--- src/rtl/nfca_pkg.sv ---
// nfca_pkg: shared state encoding and CRC_A constants for the NFC-A transmit path.
package nfca_pkg;
  typedef enum logic [2:0] {
    ST_IDLE, ST_SOF, ST_DATA, ST_PAR, ST_CRC_LO, ST_CRC_HI, ST_EOF, ST_STOP
  } nfca_tx_state_t;
  localparam logic [15:0] NFCA_CRC_INIT = 16'h6363;
  localparam logic [15:0] NFCA_CRC_POLY = 16'h8408;
endpackage

--- src/rtl/nfca_crc_a.sv ---
// nfca_crc_a: bit-serial CRC_A register (reflected 0x1021, preset 0x6363, LSB-first bits).
module nfca_crc_a
  import nfca_pkg::*;
(
  input  logic        clk,
  input  logic        rstn,
  input  logic        init,
  input  logic        bit_en,
  input  logic        din,
  output logic [15:0] crc
);
  always_ff @(posedge clk or negedge rstn)
    if (!rstn) crc <= NFCA_CRC_INIT;
    else if (init) crc <= NFCA_CRC_INIT;
    else if (bit_en) crc <= (crc >> 1) ^ ((crc[0] ^ din) ? NFCA_CRC_POLY : 16'h0000);
endmodule

--- src/rtl/nfca_tx_sequencer.sv ---
// nfca_tx_sequencer: NFC-A PCD frame builder (SOF, LSB-first data, odd parity, CRC_A, EOF) paced by modulator bit requests.
// CRC_A append is compiled in only when NFCA_TX_CRC_EN is defined.
module nfca_tx_sequencer
  import nfca_pkg::*;
(
  input  logic       clk,
  input  logic       rstn,
  input  logic       tx_tvalid,
  output logic       tx_tready,
  input  logic [7:0] tx_tdata,
  input  logic       tx_tlast,
  input  logic [2:0] tx_tbits,
  input  logic       tx_crc,
  input  logic       tx_req,
  output logic       tx_en,
  output logic       tx_bit,
  output logic       busy,
  output logic       done,
  output logic       underrun
);
  nfca_tx_state_t state;
  logic [7:0] hold_data, shift;
  logic [2:0] hold_tbits, cur_tbits, cnt;
  logic [1:0] seg;
  logic [15:0] crc;
  logic hold_full, hold_last, cur_last, closed, discard, crc_en, fin, crc_req;
  logic accept, short_end, more, underrun_now, load_hold;
  // once the frame's last byte is in, the next frame waits for IDLE
  assign tx_tready = ~hold_full & ~closed;
  assign busy = state != ST_IDLE;
  assign accept = tx_tvalid & tx_tready;
  assign short_end = cur_last && cur_tbits != 3'd0 && cnt == cur_tbits - 3'd1;
  assign more = tx_req && state == ST_PAR && seg == 2'd0 && !cur_last;
  assign underrun_now = more && !hold_full;
  assign load_hold = (tx_req && state == ST_SOF) || (more && hold_full);
`ifdef NFCA_TX_CRC_EN
  nfca_crc_a u_crc (
    .clk(clk),
    .rstn(rstn),
    .init(tx_req && state == ST_SOF),
    .bit_en(tx_req && state == ST_DATA),
    .din(shift[cnt]),
    .crc(crc)
  );
  assign crc_req = tx_crc;
`else
  logic unused_crc;
  assign unused_crc = tx_crc;
  assign crc = NFCA_CRC_INIT;
  assign crc_req = 1'b0;
`endif
  always_ff @(posedge clk or negedge rstn)
    if (!rstn) begin
      state <= ST_IDLE;
      hold_data <= 8'h00; hold_tbits <= 3'd0; hold_last <= 1'b0; hold_full <= 1'b0;
      shift <= 8'h00; cur_tbits <= 3'd0; cur_last <= 1'b0; cnt <= 3'd0; seg <= 2'd0;
      closed <= 1'b0; discard <= 1'b0; crc_en <= 1'b0; fin <= 1'b0;
      tx_en <= 1'b0; tx_bit <= 1'b0; done <= 1'b0; underrun <= 1'b0;
    end else begin
      done <= 1'b0;
      underrun <= underrun_now;
      if (underrun_now) discard <= 1'b1;
      if (accept && tx_tlast) closed <= 1'b1;
      if (accept && !discard && !underrun_now) begin
        hold_full <= 1'b1; hold_data <= tx_tdata; hold_last <= tx_tlast; hold_tbits <= tx_tbits;
      end
      if (load_hold) begin
        hold_full <= 1'b0; shift <= hold_data; cur_last <= hold_last; cur_tbits <= hold_tbits;
        cnt <= 3'd0; seg <= 2'd0;
      end
      case (state)
        ST_IDLE: if (accept) begin state <= ST_SOF; crc_en <= crc_req; end
        ST_SOF: if (tx_req) begin tx_en <= 1'b1; tx_bit <= 1'b0; state <= ST_DATA; end
        ST_DATA, ST_CRC_LO, ST_CRC_HI: if (tx_req) begin
          tx_bit <= shift[cnt];
          cnt <= cnt + 3'd1;
          if (state == ST_DATA && short_end) state <= ST_EOF;
          else if (cnt == 3'd7) state <= ST_PAR;
        end
        ST_PAR: if (tx_req) begin
          tx_bit <= ~^shift;
          if (seg == 2'd1) begin
            shift <= crc[15:8]; cnt <= 3'd0; seg <= 2'd2; state <= ST_CRC_HI;
          end else if (seg == 2'd2 || (cur_last && !crc_en) || underrun_now) state <= ST_EOF;
          else if (cur_last) begin
            shift <= crc[7:0]; cnt <= 3'd0; seg <= 2'd1; state <= ST_CRC_LO;
          end else state <= ST_DATA;
        end
        ST_EOF: if (tx_req) begin tx_bit <= 1'b0; state <= ST_STOP; end
        ST_STOP:
          if (fin) begin
            fin <= 1'b0; done <= 1'b1; closed <= 1'b0; discard <= 1'b0; state <= ST_IDLE;
          end else if (tx_req) begin
            tx_en <= 1'b0; tx_bit <= 1'b0; fin <= 1'b1;
          end
        default: state <= ST_IDLE;
      endcase
    end
endmodule

--- config.mk ---
export PLATFORM = sky130hd
export DESIGN_NAME = nfca_tx_sequencer
export DESIGN_NICKNAME = d
export VERILOG_FILES = /design/src/rtl/nfca_pkg.sv /design/src/rtl/nfca_crc_a.sv /design/src/rtl/nfca_tx_sequencer.sv
export SDC_FILE = /design/constraint.sdc
export NUM_CORES = 1
export LEC_CHECK = 0
export CAP_MARGIN = 20
export CORE_UTILIZATION = 45
export DETAILED_ROUTE_END_ITERATION = 10
export GPL_TIMING_DRIVEN = 0
export PLACE_DENSITY = 0.76
export SETUP_SLACK_MARGIN = 0.4
export SLEW_MARGIN = 20
export SYNTH_ARGS = -nofsm -noshare
export SYNTH_HDL_FRONTEND = slang
export SYNTH_SLANG_ARGS = --single-unit
--- constraint.sdc ---
create_clock -name clk -period 2.6 [get_ports clk]
set_input_delay 0.52 -clock clk [delete_from_list [all_inputs] [get_ports clk]]
set_output_delay 0.52 -clock clk [all_outputs]
set_load 0.1 [all_outputs]
==> impl_metrics.toml <==
[status]
status = "finished, final reports clean"

[power_and_ir_drop]
p_per_area_nw_per_um2 = 1175
peakVddDrop_uv = 470.4
p_seq_frac = 0.392
p_leak_uw = 0.001063
comb_power_share = 0.459
p_switching_uw = 1125
power.internal_uw = 1705
power_switching_share = 0.3975
clkPwrFrac = 0.149

[final_layout]
finalNonFillerCells = 259
drive_gt1_frac = 0.1818
nets = 229
areaGrowthSynthToFinish_pct = 19.94
final_util = 0.5812
diodes = 0

[grt]
busiest_layer = "met2"
grt_max_degree = 22
grt_pass1_vias = 1405
grt_pass1_wl_um = 6410
antenna_found_initial = 0
use_met3 = 0.04441
grt_usage = 0.1901
overflow = 0
use_met1 = 0.2474
grt_use_met2 = 0.2978

[yosys]
syn_area_sq_um = 2008
ys_seq_area_frac = 0.4984
ys_seq_elements = 40
yosysWarnings = 0
syn_inst = 180
syn_nets = 201
syn_area_per_cell_sq_um = 11.16
yosys.cell_types.count = 39

[timing]
setup_viol = 0
slew_headroom = 0.3703
fin_crit_ps = 2144
rsz0062_at_grt = "yes"
skew_ps = 6.626
hold-worst-slack_ps = 178.8
period_share = 0.8248
fmax_ghz = 0.4663
worst_slew_pin_slew_ps = 948.3
setup_tns_ps = 0
slew_viol_final = 0
layout_setup_ws_ps = 455.6
finalHoldViolCount = 0

[critical_path]
cp.arrival_ps = 1620
endpoint_kind = "output port"
reg2reg_slack_ps = 530
crit_type = "reg2out"
start_kind = "flip-flop"
required_ps = 2080
r2r_cells = 8
worstPathMaxFanout = 10

[routing]
vias_per_cell = 5.448
drc = 0
via_count = 1411
wirelength_um = 3750
drt-initial-drc-count = 77
final_antenna_net_count = 0
drt_first_pass_iters = 4
wl_per_cell_um = 14.48

[clock_tree]
cts_setup_buffers = 0
htreeDepth = 2
clock_latency_ps = 300
cts_tree = "yes"
cts_buffers = 5
clock-root-buffer = "clkbuf_8"
clockBufferDepth = 2
cts.sinks = 40
clk_pin_slew_ps = 80

[placed_design]
io_buffers = 20
gp_congestion = 0.8836
dp.cells = 251
dpl.hpwl_um = 2688
dp_slack_ps = -34.84

[run]
maxCapViolations = 0

[floorplanning]
io_pins = 23
die_width_um = 68.80
floorplan.die_area_sq_um = 4733
initial_core_util = 0.4846
rows = 23
core_area_sq_um = 4144
die_h_um = 68.80

[min_path]
min_path_type = "in2async"
-- cells in the mapped netlist --
library cell | count | area (sq um)
xnor2_1 | 10 | 87.58
nand2b_1 | 5 | 31.28
and4_1 | 1 | 8.760
a22o_1 | 1 | 8.760
dfrtp_1 | 40 | 1001
nor2b_1 | 2 | 12.51
clkbuf_1 | 3 | 11.26
a21oi_1 | 7 | 35.03
nand4b_1 | 1 | 8.760
a32oi_1 | 1 | 8.760
a41oi_1 | 1 | 8.760
nand3_1 | 3 | 15.01
nor2_1 | 12 | 45.04
mux2i_1 | 11 | 110.1
ha_1 | 4 | 50.05
or4b_4 | 1 | 13.76
a21oi_4 | 1 | 16.27
and3b_1 | 1 | 8.760
buf_8 | 1 | 15.01
mux4_2 | 2 | 45.04
buf_2 | 3 | 15.01
buf_1 | 1 | 3.750
and4b_1 | 1 | 10.01
inv_1 | 7 | 26.28
and2b_1 | 1 | 7.510
nor3_1 | 1 | 5.000
or3_1 | 1 | 6.260
nor4_2 | 1 | 12.51
xor2_1 | 1 | 8.760
mux2_2 | 14 | 157.7
and2_1 | 2 | 12.51
nand2_1 | 17 | 63.81
a221oi_2 | 1 | 15.01
nand3b_1 | 3 | 22.52
a31oi_1 | 2 | 12.51
a22oi_1 | 1 | 7.510
a211oi_1 | 1 | 7.510
o21bai_1 | 1 | 7.510
o21ai_0 | 13 | 65.06
-- power groups by stage --
stage	Clock, uW	Sequential [uW]	Combinational (uW)
after floorplan	0	1150	950
after global routing	461	1150	1430
after CTS	438	1110	1250
after global placement	0	1110	1220
final	422	1110	1300
after detailed placement	0	1120	1260
-- cells in the final DEF, fill, tap and decap left out, types with 3 or more instances in the layout --
cell type	netlist	routed
nand2b_1	5	5
nand2_1	17	17
nor2_1	12	11
xnor2_1	10	10
clkdlybuf4s50_1	0	13
mux2_2	14	14
inv_1	7	7
nand3b_1	3	3
mux2i_1	11	11
clkbuf_8	0	6
nand3_1	3	3
ha_1	4	4
o21ai_0	13	13
buf_2	3	4
a21oi_1	7	7
dfrtp_1	40	40
dlygate4sd2_1	0	4
-- state kept, by name, indices dropped and copies added, names as in the netlist --
signal,flops
tx_bit,1
seg,2
cur_last,1
cnt,3
hold_last,1
done,1
hold_data,8
tx_en,1
discard,1
shift,8
underrun,1
cur_tbits,3
fin,1
closed,1
hold_full,1
state,3
hold_tbits,3
-- what timing repair did --
item                       CTS  global route
pin swaps                    1             0
gates resized for setup     12             5
hold buffers                 0             0
setup endpoints to repair    9             4
-- path summary, 6_finish.rpt --
check	start	end
setup / recovery	state[2]	busy
hold / removal	rstn	state[1]
setup reg to reg	cur_tbits[0]	state[1]
hold reg to reg	hold_tbits[2]	cur_tbits[2]
max in group asynchronous	rstn	hold_data[1]
min in group clk	hold_tbits[2]	cur_tbits[2]
-- per-stage QoR --
stage          cell area [sq um]  power [uW]
6_report                    2409        2830
2_1_floorplan               2016        2098
3_5_place_dp                2301        2379
4_1_cts                     2385        2799
3_3_place_gp                2278        2326
5_1_grt                     2409        3045
-- metal layers --
metal,routed length [um],up-vias
li1,-,689
met1,1754,683
met2,1762,29
met3,152,10
met4,80,0
met5,0,-
-- worst max-delay path: stages (launching register included) --
cell and delay (ps):
dfrtp_1 430, clkbuf_2 220, or3_1 380, clkbuf_4 300
-- kinds of logic (layout without fill, tap and decap cells) --
family / after synthesis / after routing / share of synthesized area
mux: 27 / 27 / 0.1558
buf+inv: 15 / 44 / 0.03551
xor+xnor: 11 / 11 / 0.04797
compound gates: 30 / 30 / 0.09595
flops: 40 / 40 / 0.4984
simple gates: 53 / 53 / 0.1414
fa+ha+maj: 4 / 4 / 0.02492
-- area by class of cell --
type                       instances  area, sq um
sequential                        40         1001
inverter                           7        26.28
clock buffer                       6        82.58
timing repair buffer              21        216.5
multi-input combinational        125        963.4
clock inverter                     2        10.01
tap                               50        62.56
buffer                             8        46.29
fill                             361         1735
Power figures use the tool's default switching activity.
